===== config.mk =====
export PLATFORM = sky130hd
export DESIGN_NAME = i2c_master_regs_fifo
export DESIGN_NICKNAME = d
export VERILOG_FILES = /design/src/rtl/i2c_master_regs_fifo.sv
export SDC_FILE = /design/constraint.sdc
export NUM_CORES = 1
export LEC_CHECK = 0
export BUFFER_PORTS_ARGS = -buffer_cell sky130_fd_sc_hd__buf_2
export CORE_MARGIN = 5
export CORE_UTILIZATION = 53
export CTS_CLUSTER_DIAMETER = 50
export CTS_CLUSTER_SIZE = 10
export DETAILED_ROUTE_END_ITERATION = 12
export PLACE_DENSITY_LB_ADDON = 0.1
export RECOVER_POWER = 100
export SETUP_SLACK_MARGIN = 0.2
export SYNTH_ARGS = -nofsm -noshare
export SYNTH_HDL_FRONTEND = slang
export SYNTH_SLANG_ARGS = --single-unit

===== constraint.sdc =====
create_clock -name Clk -period 2.4 [get_ports Clk]
set_input_delay 0.12 -clock Clk [delete_from_list [all_inputs] [get_ports Clk]]
set_output_delay 0.12 -clock Clk [all_outputs]
set_load 0.02 [all_outputs]

===== src/rtl/i2c_master_regs_fifo.sv =====
// CPU-side register bank for the byte-level I2C core.
// It holds the TX/RX FIFOs, command latching, masked interrupt status and FIFO flush.
module i2c_master_regs_fifo #(
  parameter int unsigned AWIDTH   = 3,
  parameter int unsigned DWIDTH   = 8,
  parameter int unsigned TX_DEPTH = 4,
  parameter int unsigned RX_DEPTH = 4,
  parameter int unsigned TX_THR   = 1,
  parameter int unsigned RX_THR   = 1
) (
  input  logic              Clk,
  input  logic              Rst_n,
  input  logic [AWIDTH-1:0] Addr,
  input  logic [DWIDTH-1:0] DataIn,
  output logic [DWIDTH-1:0] DataOut,
  input  logic              Wr,
  input  logic              Rd,
  output logic              Int,
  output logic              Start,
  output logic              Stop,
  output logic              Read,
  output logic              Write,
  output logic              Tx_ack,
  output logic [7:0]        Tx_data,
  input  logic [7:0]        Rx_data,
  input  logic              Rx_ack,
  output logic [DWIDTH-1:0] Prescale,
  output logic              I2C_en,
  input  logic              I2C_busy,
  input  logic              I2C_done,
  input  logic              I2C_al
);
  localparam int unsigned TPW = $clog2(TX_DEPTH);
  localparam int unsigned TLW = TPW + 1;
  localparam int unsigned RPW = $clog2(RX_DEPTH);
  localparam int unsigned RLW = RPW + 1;

  localparam logic [AWIDTH-1:0] AddrPrer = AWIDTH'(0);
  localparam logic [AWIDTH-1:0] AddrCtr  = AWIDTH'(1);
  localparam logic [AWIDTH-1:0] AddrTxr  = AWIDTH'(2);
  localparam logic [AWIDTH-1:0] AddrRxr  = AWIDTH'(3);
  localparam logic [AWIDTH-1:0] AddrCr   = AWIDTH'(4);
  localparam logic [AWIDTH-1:0] AddrSr   = AWIDTH'(5);
  localparam logic [AWIDTH-1:0] AddrIer  = AWIDTH'(6);
  localparam logic [AWIDTH-1:0] AddrIsr  = AWIDTH'(7);

  logic [DWIDTH-1:0] prer_q, ctr_q, data_out_q, rdata;
  logic [4:0]        cr_q, cr_d;          // {STA, STO, RD, WR, ACK}
  logic [5:0]        ier_q, isr;
  logic [3:0]        sticky_q, sticky_d;  // {CMDERR, RXOVF, AL, DONE}
  logic              al_q, al_d, rxack_q, int_q;
  logic [7:0]        sr;

  logic [7:0]     tx_mem [TX_DEPTH];
  logic [TPW-1:0] tx_wr_ptr_q, tx_rd_ptr_q;
  logic [TLW-1:0] tx_level_q;
  logic [7:0]     rx_mem [RX_DEPTH];
  logic [RPW-1:0] rx_wr_ptr_q, rx_rd_ptr_q;
  logic [RLW-1:0] rx_level_q;

  logic wr_prer, wr_ctr, wr_txr, wr_cr, wr_ier, wr_isr, rd_rxr;
  logic tx_full, tx_empty, rx_full, rx_empty, tip;
  logic tx_flush, rx_flush, tx_push, tx_pop, rx_push, rx_pop;
  logic cmd_evt, wr_ok, cmd_err, rx_ovf;

  always_comb begin
    wr_prer  = Wr && (Addr == AddrPrer);
    wr_ctr   = Wr && (Addr == AddrCtr);
    wr_txr   = Wr && (Addr == AddrTxr);
    wr_cr    = Wr && (Addr == AddrCr);
    wr_ier   = Wr && (Addr == AddrIer);
    wr_isr   = Wr && (Addr == AddrIsr);
    rd_rxr   = Rd && (Addr == AddrRxr);
    tx_full  = (tx_level_q == TLW'(TX_DEPTH));
    tx_empty = (tx_level_q == '0);
    rx_full  = (rx_level_q == RLW'(RX_DEPTH));
    rx_empty = (rx_level_q == '0);
    tip      = |cr_q[4:1];
    cmd_evt  = I2C_done || I2C_al;
    tx_flush = wr_cr && DataIn[2];
    rx_flush = wr_cr && DataIn[1];
    tx_push  = wr_txr && !tx_full && !tx_flush;
    tx_pop   = I2C_done && cr_q[1] && !tx_empty && !tx_flush;
    rx_push  = I2C_done && cr_q[2] && !rx_full && !rx_flush;
    rx_pop   = rd_rxr && !rx_empty && !rx_flush;
    rx_ovf   = I2C_done && cr_q[2] && rx_full && !rx_flush;
    // WR needs a byte to send: one already queued or pushed in this same cycle.
    wr_ok    = tx_push || (!tx_empty && !tx_flush);
    cmd_err  = (wr_txr && tx_full) || (wr_cr && !cmd_evt && DataIn[4] && !wr_ok);

    cr_d = cr_q;
    if (cmd_evt) begin
      cr_d = {4'b0000, cr_q[0]};
    end else if (wr_cr) begin
      cr_d = {DataIn[7:5], DataIn[4] & wr_ok, DataIn[3]};
    end

    sticky_d = sticky_q;
    if (wr_isr) sticky_d = sticky_q & ~{DataIn[5], DataIn[4], DataIn[1], DataIn[0]};
    sticky_d = sticky_d | {cmd_err, rx_ovf, I2C_al, I2C_done};
    al_d     = (al_q && !(wr_isr && DataIn[1])) || I2C_al;

    isr = {sticky_q[3], sticky_q[2], rx_level_q >= RLW'(RX_THR), tx_level_q <= TLW'(TX_THR),
           sticky_q[1], sticky_q[0]};
    sr  = {rxack_q, I2C_busy, al_q, tx_full, tx_empty, rx_empty, tip, |(isr & ier_q)};

    rdata = '0;
    case (Addr)
      AddrPrer: rdata = prer_q;
      AddrCtr:  rdata = ctr_q;
      AddrTxr:  rdata[TLW-1:0] = tx_level_q;
      AddrRxr:  rdata[7:0] = rx_empty ? 8'h00 : rx_mem[rx_rd_ptr_q];
      AddrCr:   rdata[7:0] = {cr_q, 3'b000};
      AddrSr:   rdata[7:0] = sr;
      AddrIer:  rdata[5:0] = ier_q;
      AddrIsr:  rdata[5:0] = isr;
      default:  rdata = '0;
    endcase
  end

  always_ff @(posedge Clk or negedge Rst_n) begin
    if (!Rst_n) begin
      prer_q     <= '0;
      ctr_q      <= '0;
      ier_q      <= '0;
      cr_q       <= '0;
      sticky_q   <= '0;
      al_q       <= 1'b0;
      rxack_q    <= 1'b0;
      int_q      <= 1'b0;
      data_out_q <= '0;
    end else begin
      if (wr_prer && !tip) prer_q <= DataIn;
      if (wr_ctr) ctr_q <= DataIn;
      if (wr_ier) ier_q <= DataIn[5:0];
      if (I2C_done) rxack_q <= Rx_ack;
      if (Rd) data_out_q <= rdata;
      cr_q     <= cr_d;
      sticky_q <= sticky_d;
      al_q     <= al_d;
      int_q    <= ctr_q[6] & |(isr & ier_q);
    end
  end

  always_ff @(posedge Clk or negedge Rst_n) begin
    if (!Rst_n) begin
      tx_wr_ptr_q <= '0;
      tx_rd_ptr_q <= '0;
      tx_level_q  <= '0;
    end else if (tx_flush) begin
      tx_wr_ptr_q <= '0;
      tx_rd_ptr_q <= '0;
      tx_level_q  <= '0;
    end else begin
      if (tx_push) tx_wr_ptr_q <= tx_wr_ptr_q + TPW'(1);
      if (tx_pop)  tx_rd_ptr_q <= tx_rd_ptr_q + TPW'(1);
      tx_level_q <= tx_level_q + TLW'(tx_push) - TLW'(tx_pop);
    end
  end

  always_ff @(posedge Clk or negedge Rst_n) begin
    if (!Rst_n) begin
      rx_wr_ptr_q <= '0;
      rx_rd_ptr_q <= '0;
      rx_level_q  <= '0;
    end else if (rx_flush) begin
      rx_wr_ptr_q <= '0;
      rx_rd_ptr_q <= '0;
      rx_level_q  <= '0;
    end else begin
      if (rx_push) rx_wr_ptr_q <= rx_wr_ptr_q + RPW'(1);
      if (rx_pop)  rx_rd_ptr_q <= rx_rd_ptr_q + RPW'(1);
      rx_level_q <= rx_level_q + RLW'(rx_push) - RLW'(rx_pop);
    end
  end

  always_ff @(posedge Clk) begin
    if (tx_push) tx_mem[tx_wr_ptr_q] <= DataIn[7:0];
    if (rx_push) rx_mem[rx_wr_ptr_q] <= Rx_data;
  end

  assign DataOut  = data_out_q;
  assign Int      = int_q;
  assign Start    = cr_q[4];
  assign Stop     = cr_q[3];
  assign Read     = cr_q[2];
  assign Write    = cr_q[1];
  assign Tx_ack   = cr_q[0];
  assign Tx_data  = tx_empty ? 8'h00 : tx_mem[tx_rd_ptr_q];
  assign Prescale = prer_q;
  assign I2C_en   = ctr_q[7];

endmodule

# Word-level counts from Yosys, hierarchy flattened
# Memories as Yosys holds them, arrays and structs flattened.
# Cells that the tools add are included.
# word_totals
ff_bits	56
mem_bits_rw	64
output_inout_bits	31
n_memories	2
in_bits	27
elab_cells	120
# memory_table
name	words	word_bits	rd	rd_ports_with_merged_regs	wr	line_no	rtl
rx_mem	4	8	1	0	1	57	logic [7:0] rx_mem [RX_DEPTH];
tx_mem	4	8	1	0	1	54	logic [7:0] tx_mem [TX_DEPTH];
# op_classes
add_sub_neg	8
reduce_logical	54
eq_ne	9
magnitude_cmp	2
mux	22
bitwise	7
# ops
operator	n
$logic_and 1x1->1	29
$pmux 3 s8	1
$pmux 3 s7	1
$eq 3x3->1 const B	6
$mux 2	8
$mux 8	2
$logic_not 1->1	10
$mux 5	2
$pmux 2 s5	1
$reduce_bool 2->1	5
$logic_not 3->1	3
$add 2x1->2 const B	4
$add 3x1->3	2
$and 6x6->6	1
$eq 3x2->1 const B	2
$mux 3	2
$reduce_or 6->1	1
$sub 3x1->3	2
$and 4x4->4	1
$logic_or 1x1->1	4
$mux 1	4
$mux 4	1
$not 4->4	1
$or 4x4->4	1
other kinds (7)	8

# Depth between registers and ports, before layout
# depth
word_depth	10
ltp_mapped	14
ltp_nobuf	11

# Worst setup path before layout
# No wires, ideal clock.
# synth_path
path_type	flip-flop to flip-flop
start	reg tx_level_q[1]
end	reg tx_level_q[2]
path_stages_with_launch	12
path_buffers	1
setup_slack_ps	128
arrival_ps	2154
path_cell_list	dfrtp_1 -> or3_1 -> clkbuf_1 -> nand3_1 -> nor2_1 -> ha_1 -> inv_1 -> ha_1 -> inv_1 -> fa_1 -> xnor2_1 -> nor2_1
# synth_between
elab_chain_cells	7
word_cells_on_any_way	11
classes_between	2 x add/sub; 1 x eq/ne; 1 x mux; 7 x reduce/logical
# synth_lines
item	line_no	rtl
start, declared	56	logic [TLW-1:0] tx_level_q;
start signal, assigned	157	tx_level_q <= tx_level_q + TLW'(tx_push) - TLW'(tx_pop);
$eq 3x3->1	74	tx_full = (tx_level_q == TLW'(TX_DEPTH));
$logic_not 1->1	82	tx_push = wr_txr && !tx_full && !tx_flush;
$logic_and 1x1->1 (2 in a row)	82	
$add 3x1->3	157	
$sub 3x1->3 (*)	157	
$mux 3 (*)	150	end else if (tx_flush) begin
# Every way passes the cells marked *; elsewhere a longest branch is shown, timed or not.
# A chain may end at the register's enable or synchronous reset.

# Final worst setup path
# layout_path
start	in I2C_done
end	reg tx_level_q[1]
# layout_between
elab_chain_cells	5
# layout_lines
item	line_no	rtl
start, declared	30	input logic I2C_done,
$logic_and 1x1->1 (3 in a row)	83	tx_pop = I2C_done && cr_q[1] && !tx_empty && !tx_flush;
$sub 3x1->3	157	
$mux 3	150	
# Every way passes these cells.

==> reports/metrics.csv <==
metric,value,unit
outcome,finished with violations,
violations,"max-capacitance violations, max-slew violations",
rsz0062_at_grt,yes,
synth_cell_types,59,
yosysSeqAreaShare,59.8,%
setup.worst_path.class,in2reg,
fin_area,6890,um^2
finalWorstSetupSlack,0.223,ns
start_util,54.1,%
ant_nets,0,
drv_cap,1,
async_flop_share,46.7,%
clkLatencyLatePin,0.52,ns
synth-main-ff-cell,edfxtp_1,
pre_cts_ws,0.146,ns
required,2.81,ns
setup_tns,0,ns
antenna_found_initial,0,
slew_headroom,-3.11,%
drt_iter0_drc,204,
die-area,12600,um^2
die_h,112,um
min_period_over_period,90.7,%
route.vias.total,3587,
firstDrtPassIters,4,
synth-warning-count,0,
grt_pass1_vias,3828,
io_pins,58,
grt_max_degree,32,
core_area,10300,um^2
worstPathMaxFanout,10,
critPathArrivalTime,2.59,ns
synth_top_area_share,34.6,%
dieWidth,112,um
hold_violations,0,
fmax,459,MHz
syn_nets,427,
port_buffers,57,
antenna_cells,0,
vias_per_cell,5.64,
drive_gt1_share,26.6,%
multi_input_area,2080,um^2
wirelength,12.8,mm
yosys.area.top_type,edfxtp_1,
crit_chain,dlygate4sd3_1 -> clkbuf_1 -> clkbuf_1 -> nand3_4 -> nor2_1 -> ha_1 -> inv_1 -> ha_2 -> inv_2 -> fa_2 -> nor2_1,
syn_inst,383,
placedCellCount,573,
leakage,2.67,nW
cts_tree,yes,
synth_area,5560,um^2
synth_area_leaders,"edfxtp_1, dfrtp_1, mux2_2",
root_buffer,clkbuf_8,
grt_pass1_wl,20.5,mm
endpoint_kind,flop,
seq_area,3330,um^2
avgSynthCellArea,14.5,um^2
grt.total_usage,21.3,%
fin_cells,636,
p_total,6.72,mW
final_nets,531,
final_common_cell,edfxtp_1,
hold_path_class,in2reg,
cpPeakStageDelay,0.55,ns
final_cell_mix,"edfxtp_1, dfrtp_1, clkbuf_1",
routabilityCongestion,0.864,
placed_cell_area,6030,um^2
cp-start-kind,primary input,
gr-total-overflow,0,
cts_buffers,17,
slew_violations,26,
worstMarginPinSlew,1.55,ns
setup_viol,0,
power_density,975,nW/um^2
htreeDepth,4,
area_growth,24.0,%
synth_seq_cells,120,
clkTransAtPathRegs,0.07,ns
ir_drop,565,uV
hpwl,8.82,mm
synth_edf_count,64,
routedWlPerCell,20.1,um
fillers,780,
finClkSkew,0.00981,ns
std_cell_rows,37,
drc,0,
cts.sinks,120,
fin_crit,2.18,ns
clock_tree.buffer_depth,2,
cp_slowest_cell,clkbuf_1,
-- area by class of cell --
class / count / area share [%]
multi-input cells: 227 / 30.2
flip-flops and latches: 120 / 48.3
repair buffers: 104 / 9.37
well taps: 136 / 2.47
inverters: 17 / 0.926
clock inverters: 14 / 2.72
clock buffers: 18 / 6.06
-- synthesized netlist by cell type, drive strengths merged (5+ instances only) --
master,count
a21oi,8
nand3,5
a22oi,5
nor3,6
nor2b,10
nand2,14
mux4,19
o21ai,9
and2,20
nor2,22
buf,12
dfrtp,56
o22ai,5
inv,17
mux2,25
edfxtp,64
clkbuf,7
ha,15
mux2i,10
-- layer usage --
metal / vias up / wire length (um) / global-route usage (%)
met4: 0 / 304 / 9.13
met5: - / 0 / 0
met1: 1813 / 5210 / 26.0
met3: 28 / 613 / 4.37
li1: 1642 / - / -
met2: 104 / 6660 / 36.7
-- sequential cells by signal, indices dropped and copies added (netlist names) --
signal       count
rx_rd_ptr_q      2
tx_wr_ptr_q      2
cr_q             5
ctr_q            8
tx_rd_ptr_q      2
al_q             1
ier_q            6
sticky_q         4
DataOut          8
tx_mem          32
rx_mem          32
Prescale         8
rx_wr_ptr_q      2
tx_level_q       3
Int              1
rxack_q          1
rx_level_q       3
-- worst max-delay path, delay by kind of cell --
| family | cells | cell delay (ns) |
|---|---|---|
| buffers and inverters | 5 | 1.29 |
| AND/OR/NAND/NOR | 3 | 0.27 |
| adder cells (fa/ha/maj) | 3 | 0.90 |
-- through the flow --
step / utilization [%] / hold slack, ns
2_1_floorplan: - / -0.176
3_3_place_gp: 58.7 / 0.176
3_5_place_dp: 58.7 / 0.185
4_1_cts: 66.9 / 0.0703
5_1_grt: 67.1 / 0.0827
6_report: 67.1 / 0.0758
-- repair_timing --
item	in CTS	in global routing
hold buffers	21	0
gates resized for setup	3	9
buffers inserted	3	7
hold endpoints to repair	106	0
gates cloned	0	0
setup endpoints to repair	10	4
pin swaps	2	4
-- cells by family after synthesis --
| family | count (synthesis) | share of synthesized area (%) |
|---|---|---|
| fa+ha+maj | 17 | 4.10 |
| xor+xnor | 7 | 1.10 |
| compound gates | 46 | 5.67 |
| flops | 120 | 59.8 |
| buf+inv | 36 | 3.31 |
| mux | 54 | 15.0 |
| simple gates | 103 | 11.0 |
-- path summary, 6_finish.rpt --
kind | to | cells past startpoint | slack (ns) | from
min in group asynchronous | rx_level_q[2] | 2 | 0.52 | Rst_n
max reg2reg | tx_level_q[1] | 9 | 0.26 | tx_level_q[0]
min reg2reg | al_q | 1 | 0.49 | al_q
min | DataOut[7] | 3 | 0.08 | Rd
max | tx_level_q[1] | 11 | 0.22 | I2C_done
max in group asynchronous | cr_q[2] | 2 | 0.86 | Rst_n
-- where the power goes --
group          leakage, nW  switching [mW]  internal (mW)  total, mW
Sequential            1.26           0.224           2.41       2.63
Clock                0.293           0.984           1.61       2.59
Combinational         1.12           0.766          0.725       1.49
No activity file was read; power rests on OpenSTA's default activity.
